## src/rtl/imem_arbiter_if.sv

```systemverilog
// imem_arbiter_if: fetch, loader and memory-port signals shared by the imem arbiter and its clients
interface imem_arbiter_if #(parameter int ADDR_W = 30, parameter int DATA_W = 32);
  logic              f_req;
  logic [ADDR_W-1:0] f_addr;
  logic              f_gnt;
  logic              f_rvalid;
  logic [DATA_W-1:0] f_rdata;
  logic              l_req;
  logic              l_we;
  logic [ADDR_W-1:0] l_addr;
  logic [DATA_W-1:0] l_wdata;
  logic              l_gnt;
  logic              l_rvalid;
  logic [DATA_W-1:0] l_rdata;
  logic              m_en;
  logic              m_we;
  logic [ADDR_W-1:0] m_addr;
  logic [DATA_W-1:0] m_wdata;
  logic [DATA_W-1:0] m_rdata;
  modport slave (
    input  f_req, f_addr, l_req, l_we, l_addr, l_wdata, m_rdata,
    output f_gnt, f_rvalid, f_rdata, l_gnt, l_rvalid, l_rdata, m_en, m_we, m_addr, m_wdata
  );
  modport master (
    output f_req, f_addr, l_req, l_we, l_addr, l_wdata, m_rdata,
    input  f_gnt, f_rvalid, f_rdata, l_gnt, l_rvalid, l_rdata, m_en, m_we, m_addr, m_wdata
  );
endinterface

```

## src/rtl/imem_arbiter.sv

```systemverilog
// imem_arbiter: fetch/loader arbiter for a single-port imem; IMEM_ARB_STARVE_EN enables loader anti-starvation
module imem_arbiter #(
  parameter int STARVE_MAX = 4
) (
  input logic          clk,
  input logic          rst,
  imem_arbiter_if.slave bus
);
  typedef enum logic [1:0] {NONE, FETCH, LOAD} own_t;
  own_t own;
  logic force_l;
  if (STARVE_MAX < 1 || STARVE_MAX > 15) begin : g_bad_starve_max
    $error("imem_arbiter: STARVE_MAX must be in 1..15");
  end
`ifdef IMEM_ARB_STARVE_EN
  logic [3:0] scnt;
  assign force_l = bus.l_req && scnt == 4'(STARVE_MAX);
  always_ff @(posedge clk or posedge rst) begin
    if (rst)
      scnt <= '0;
    else
      scnt <= (bus.l_req && !bus.l_gnt) ? (scnt == 4'(STARVE_MAX) ? scnt : scnt + 4'd1) : '0;
  end
`else
  assign force_l = 1'b0;
`endif
  always_comb begin
    bus.f_gnt   = bus.f_req & ~force_l;
    bus.l_gnt   = bus.l_req & (force_l | ~bus.f_req);
    bus.m_en    = bus.f_gnt | bus.l_gnt;
    bus.m_we    = bus.l_gnt & bus.l_we;
    bus.m_addr  = bus.l_gnt ? bus.l_addr : bus.f_gnt ? bus.f_addr : '0;
    bus.m_wdata = bus.l_gnt ? bus.l_wdata : '0;
  end
  always_ff @(posedge clk or posedge rst) begin
    if (rst)
      own <= NONE;
    else
      own <= bus.f_gnt ? FETCH : (bus.l_gnt && !bus.l_we) ? LOAD : NONE;
  end
  assign bus.f_rvalid = own == FETCH;
  assign bus.l_rvalid = own == LOAD;
  assign bus.f_rdata  = bus.m_rdata;
  assign bus.l_rdata  = bus.m_rdata;
endmodule
```

## src/flat_wrapper.sv

```systemverilog
// flat-port wrapper written by rule: the top's interface ports become plain ports
module imem_arbiter_flat 
#(
  parameter int STARVE_MAX = 4
)
  (clk, rst, bus_f_req, bus_f_addr, bus_l_req, bus_l_we, bus_l_addr, bus_l_wdata, bus_m_rdata, bus_f_gnt, bus_f_rvalid, bus_f_rdata, bus_l_gnt, bus_l_rvalid, bus_l_rdata, bus_m_en, bus_m_we, bus_m_addr, bus_m_wdata);
  imem_arbiter_if bus_i ();
  input logic clk;
  input logic rst;
  input wire logic [$bits(bus_i.f_req)-1:0] bus_f_req;
  input wire logic [$bits(bus_i.f_addr)-1:0] bus_f_addr;
  input wire logic [$bits(bus_i.l_req)-1:0] bus_l_req;
  input wire logic [$bits(bus_i.l_we)-1:0] bus_l_we;
  input wire logic [$bits(bus_i.l_addr)-1:0] bus_l_addr;
  input wire logic [$bits(bus_i.l_wdata)-1:0] bus_l_wdata;
  input wire logic [$bits(bus_i.m_rdata)-1:0] bus_m_rdata;
  output wire logic [$bits(bus_i.f_gnt)-1:0] bus_f_gnt;
  output wire logic [$bits(bus_i.f_rvalid)-1:0] bus_f_rvalid;
  output wire logic [$bits(bus_i.f_rdata)-1:0] bus_f_rdata;
  output wire logic [$bits(bus_i.l_gnt)-1:0] bus_l_gnt;
  output wire logic [$bits(bus_i.l_rvalid)-1:0] bus_l_rvalid;
  output wire logic [$bits(bus_i.l_rdata)-1:0] bus_l_rdata;
  output wire logic [$bits(bus_i.m_en)-1:0] bus_m_en;
  output wire logic [$bits(bus_i.m_we)-1:0] bus_m_we;
  output wire logic [$bits(bus_i.m_addr)-1:0] bus_m_addr;
  output wire logic [$bits(bus_i.m_wdata)-1:0] bus_m_wdata;
  assign bus_i.f_req = bus_f_req;
  assign bus_i.f_addr = bus_f_addr;
  assign bus_i.l_req = bus_l_req;
  assign bus_i.l_we = bus_l_we;
  assign bus_i.l_addr = bus_l_addr;
  assign bus_i.l_wdata = bus_l_wdata;
  assign bus_i.m_rdata = bus_m_rdata;
  assign bus_f_gnt = bus_i.f_gnt;
  assign bus_f_rvalid = bus_i.f_rvalid;
  assign bus_f_rdata = bus_i.f_rdata;
  assign bus_l_gnt = bus_i.l_gnt;
  assign bus_l_rvalid = bus_i.l_rvalid;
  assign bus_l_rdata = bus_i.l_rdata;
  assign bus_m_en = bus_i.m_en;
  assign bus_m_we = bus_i.m_we;
  assign bus_m_addr = bus_i.m_addr;
  assign bus_m_wdata = bus_i.m_wdata;
  imem_arbiter #(.STARVE_MAX(STARVE_MAX)) u_core (.clk(clk), .rst(rst), .bus(bus_i));
endmodule
```

## config.mk

```make
export PLATFORM = sky130hd
export DESIGN_NAME = imem_arbiter_flat
export DESIGN_NICKNAME = d
export VERILOG_FILES = /design/src/rtl/imem_arbiter_if.sv /design/src/rtl/imem_arbiter.sv /design/src/flat_wrapper.sv
export SDC_FILE = /design/constraint.sdc
export NUM_CORES = 1
export LEC_CHECK = 0
export BUFFER_PORTS_ARGS = -buffer_cell sky130_fd_sc_hd__buf_4
export CAP_MARGIN = 10
export CORE_AREA = 2 2 101 103
export DETAILED_ROUTE_END_ITERATION = 16
export DIE_AREA = 0 0 103 105
export GPL_TIMING_DRIVEN = 1
export PLACE_DENSITY = 0.59
export SLEW_MARGIN = 20
export SYNTH_ARGS = -nofsm -noshare
export SYNTH_HDL_FRONTEND = slang
export SYNTH_SLANG_ARGS = --single-unit
```

## constraint.sdc

```tcl
create_clock -name clk -period 2 [get_ports clk]
set_clock_uncertainty 0.2 [all_clocks]
set_input_delay 0.4 -clock clk [delete_from_list [all_inputs] [get_ports clk]]
set_output_delay 0.4 -clock clk [all_outputs]
set_load 0.1 [all_outputs]
```

### Word-level counts from Yosys, hierarchy flattened

Cells that the tools add are included.

* eq/ne operators: 2
* bitwise gates (word level): 4
* reductions and logical operators: 2
* multiplexer cells: 5

Operators by type and width (count)
* 30-bit 2-to-1 mux: 2
* 32-bit 2-to-1 mux: 1
* 2-bit 2-to-1 mux: 2
* 1-bit bitwise AND: 2
* 2-bit by 1-bit == test with 1-bit output, second input constant: 1
* 2-bit == test, second input constant: 1
* 1-bit logical AND: 1
* 1-bit zero test: 1
* 1-bit inverter: 1
* 1-bit bitwise OR: 1

* logic and storage cells: 14
* flip-flop bits (word level): 2
* output and inout bits: 132

### Depth between registers and ports, before layout

* depth after elaboration: 5
* depth in mapped cells: 5
* mapped depth without buffers: 2

### Worst setup path before layout

No wires, ideal clock.

* kind: input to output
* start point: input bus_f_req
* end point: output bus_m_addr[28]
* buffers on the path: 2
* setup slack: -1.465 ns
* stages: 3
* arrival time: 2.865 ns
* path through: buf_2 > clkbuf_1 > o21ai_0

* cells in the longest elaborated chain, start to end: 3

Ends and longest elaborated chain
* start, declared: line flat_wrapper.sv:10 `input wire logic [$bits(bus_i.f_req)-1:0] bus_f_req;`
* 1-bit inverter: line imem_arbiter.sv:29 `bus.l_gnt = bus.l_req & (force_l | ~bus.f_req);`
* 1-bit bitwise AND: line imem_arbiter.sv:29
* 30-bit 2-to-1 mux *: line imem_arbiter.sv:32 `bus.m_addr = bus.l_gnt ? bus.l_addr : bus.f_gnt ? bus.f_addr : '0;`
* end, declared: line flat_wrapper.sv:25 `output wire logic [$bits(bus_i.m_addr)-1:0] bus_m_addr;`

Every way passes the cells marked *; elsewhere a longest branch is shown, timed or not.

### Worst setup path after layout

* start point: input bus_f_req
* end point: output bus_m_wdata[27]

* cells in the longest elaborated chain, start to end: 3

Ends and longest elaborated chain
* 1-bit inverter: line imem_arbiter.sv:29
* 1-bit bitwise AND: line imem_arbiter.sv:29
* 32-bit 2-to-1 mux: line imem_arbiter.sv:33 `bus.m_wdata = bus.l_gnt ? bus.l_wdata : '0;`
* end, declared: line flat_wrapper.sv:26 `output wire logic [$bits(bus_i.m_wdata)-1:0] bus_m_wdata;`

Every way passes these cells.

==> results by group <==
Clocking
  – Total CTS buffers: 3
  – CTS max path bufs: 2
  – H-Tree Depth: 1
  – Clk slew on worst S/H paths: approximately 0.030 ns
  – TritonCTS sink count: 2
  – Root Buffer: clkbuf_8
  – CTS tree: done

Floorplan
  – Die width: about 100 um
  – Die footprint: around 0.011 mm^2
  – IO Pins: 261
  – Rows: 36
  – Initial core utilization: between 10% and 20%
  – CORE AREA: 0.009639 mm^2
  – Die height: 105 um

Worst setup path
  – CP max-delay cell: buf_4
  – CP arrival: roughly 1.3 ns
  – CP max stage delay: ~0.28 ns
  – CP required: 1.40 ns
  – CP Cell Sequence: buf_4 -> nor2b_2 -> buf_12 -> and2_4 -> buf_4
  – Critical path class: input pin to primary output
  – Critical Path Most Common Cell: buf_4
  – CP bufs+invs: 3
  – Startpoint Class: input pin
  – Worst-path fanout max: 34
  – Crit path max-delay family: buffers and inverters
  – CP Capture Type: primary output

Synth
  – Syn Nets: 337
  – Post-Synthesis Cells: 208
  – #FFs+latches synth: 2
  – Synthesized area: 0.001224 mm^2
  – Yosys Warn Count: 0
  – Post-synthesis sequential area ratio: 4.090%
  – Synth unique cells: 12
  – Mean Syn Cell Area: 5.883 um^2

Finish
  – Non-Filler Instances: 441
  – Ant diodes: 0
  – Regs by FF count: u_core.own (2)
  – FILL cells: 1079
  – Layout cells sized above 1: 78.90%
  – Number of nets in the layout: 439
  – Largest Register: u_core.own
  – Area grow syn2layout: 121.5%
  – Commonest non-fill, non-tap cell in the layout: buf_4
  – Max reg flops: 2
  – Most frequent cells in the layout: buf_4, nand2_1, o21ai_4, and2_2, buf_6

Timing
  – Final hold vios: 0
  – Min cycle time layout: 1.944 ns
  – Worst Max-Slew Pin Slew: 0.2967 ns
  – Final worst-path setup slack: around 0.056 ns
  – Final Max Slew Viols: 0
  – RSZ-0062 raised after global routing: false
  – FMAX: 0.5144 GHz
  – Setup-failing EPs final: 0
  – Final period utilization: a little over nine tenths
  – Max_slew headroom: 80.38%

Detailed routing
  – Vias per cell: 3.760
  – Drt pass-1 iters: 4
  – Antenna violation net count after detailed routing: 0
  – Total wire length: 5.733 mm
  – Drt drc: 0
  – Vias after detailed routing: 1658
  – Initial DRC Count: 26
  – WL/cell: 13.00 um

Power and ir drop
  – Worst VDD drop: 0.2069 mV
  – P per Cell Area: 476.1 mW/mm^2
  – P_leak: 0.001340 uW

Min path
  – Hold Crit Endpoint: u_core.own[1]
  – Min-Delay Startpoint: bus_l_we
  – Hold Crit Depth: 2
  – Hold crit path type: input pin to flop

GRT
  – Vias in the first global route: roughly 1.7k
  – Congestion Overflow GR: 0
  – Initial antenna violation count: 0
  – Largest net degree at the start of global routing: 35
  – GRT Total Usage: 9.591%
  – First-pass GRT wire length: 8.259 mm

Placed design
  – Port Buffers: 164
  – DP Wirelength: between 4 and 5 mm
  – Dpl cells: 437
  – Placer Congestion: around 0.69
  – Dpl ws: 0.03680 ns

Run
  – Total of max-cap violations: 0

Run status
  – Outcome: finished clean
-- where the power goes --
| part | total (uW) | switching [uW] | internal [uW] |
|---|---|---|---|
| clock | 158 | 30.4 | 127 |
| sequential | 43.5 | 0.891 | 42.6 |
| combinational | 1090 | 758 | 331 |
| total | 1290 | 789 | 501 |
-- worst max-delay path by stage --
stage               slack (ns)  cells past startpoint         endpoint          start
finish                    0.06                      5  bus_m_wdata[27]      bus_f_req
global route             0.002                      5  bus_m_wdata[29]      bus_f_req
CTS                       0.03                      5   bus_m_addr[10]      bus_l_req
detailed placement        0.04                      5  bus_m_wdata[31]      bus_f_req
global placement          0.05                      5   bus_m_addr[10]      bus_l_req
floorplan                -0.29                      1     bus_f_rvalid  u_core.own[1]
-- cell families after synthesis --
family,Yosys count,synth area share (%)
and+or+nand+nor,96,37.22
buffers and inverters,80,46.11
AOI/OAI and AO/OA,30,12.58
DFF,2,4.090
-- what timing repair did --
action | in CTS | in global routing
gates resized for setup | 0 | 24
endpoints found under the setup margin | 0 | 24
setup buffers | 0 | 0
hold buffers | 1 | 0
endpoints found under the hold margin | 2 | 0
-- metrics by stage --
| step | power [uW] | hold slack, ns | utilization (%) | instance area, um^2 | TNS [ns] |
|---|---|---|---|---|---|
| final | 1290 | 0.1535 | 28.12 | 2710 | 0 |
| after global placement | 1117 | 0.06989 | 26.65 | 2569 | 0 |
| after floorplan | 1419 | -0.05882 | - | 1608 | -0.7752 |
| after detailed placement | 1122 | 0.06812 | 26.65 | 2569 | 0 |
| after CTS | 1289 | 0.1505 | 27.18 | 2620 | 0 |
| after global routing | 1343 | 0.1571 | 28.12 | 2710 | 0 |
-- cell type report --
type,instances,area [um^2],area share (%)
clock buffers,3,41.29,1.524
well taps,133,166.4,6.140
repair buffers,176,1464,54.02
multi-input cells,126,984.7,36.33
flip-flops and latches,2,50.05,1.847
inverters,1,3.754,0.1385
-- synthesized netlist by cell type --
cell | instances | area (um^2)
buf_4 | 68 | 510.5
nor2b_1 | 4 | 25.02
inv_1 | 1 | 3.750
or2_2 | 1 | 6.260
and2_1 | 33 | 206.5
a22o_1 | 1 | 8.760
dfrtp_1 | 2 | 50.05
o21ai_0 | 29 | 145.1
nand2_1 | 58 | 217.7
buf_6 | 1 | 11.26
buf_2 | 1 | 5.000
clkbuf_1 | 9 | 33.78
-- routing by layer --
metal,GRT usage (%),part of all wire [%]
met3,2.475,11
met2,18.55,55
met1,9.627,32
met4,3.102,2.0
met5,0,0
Note: power is estimated with default switching activity, not from simulation.
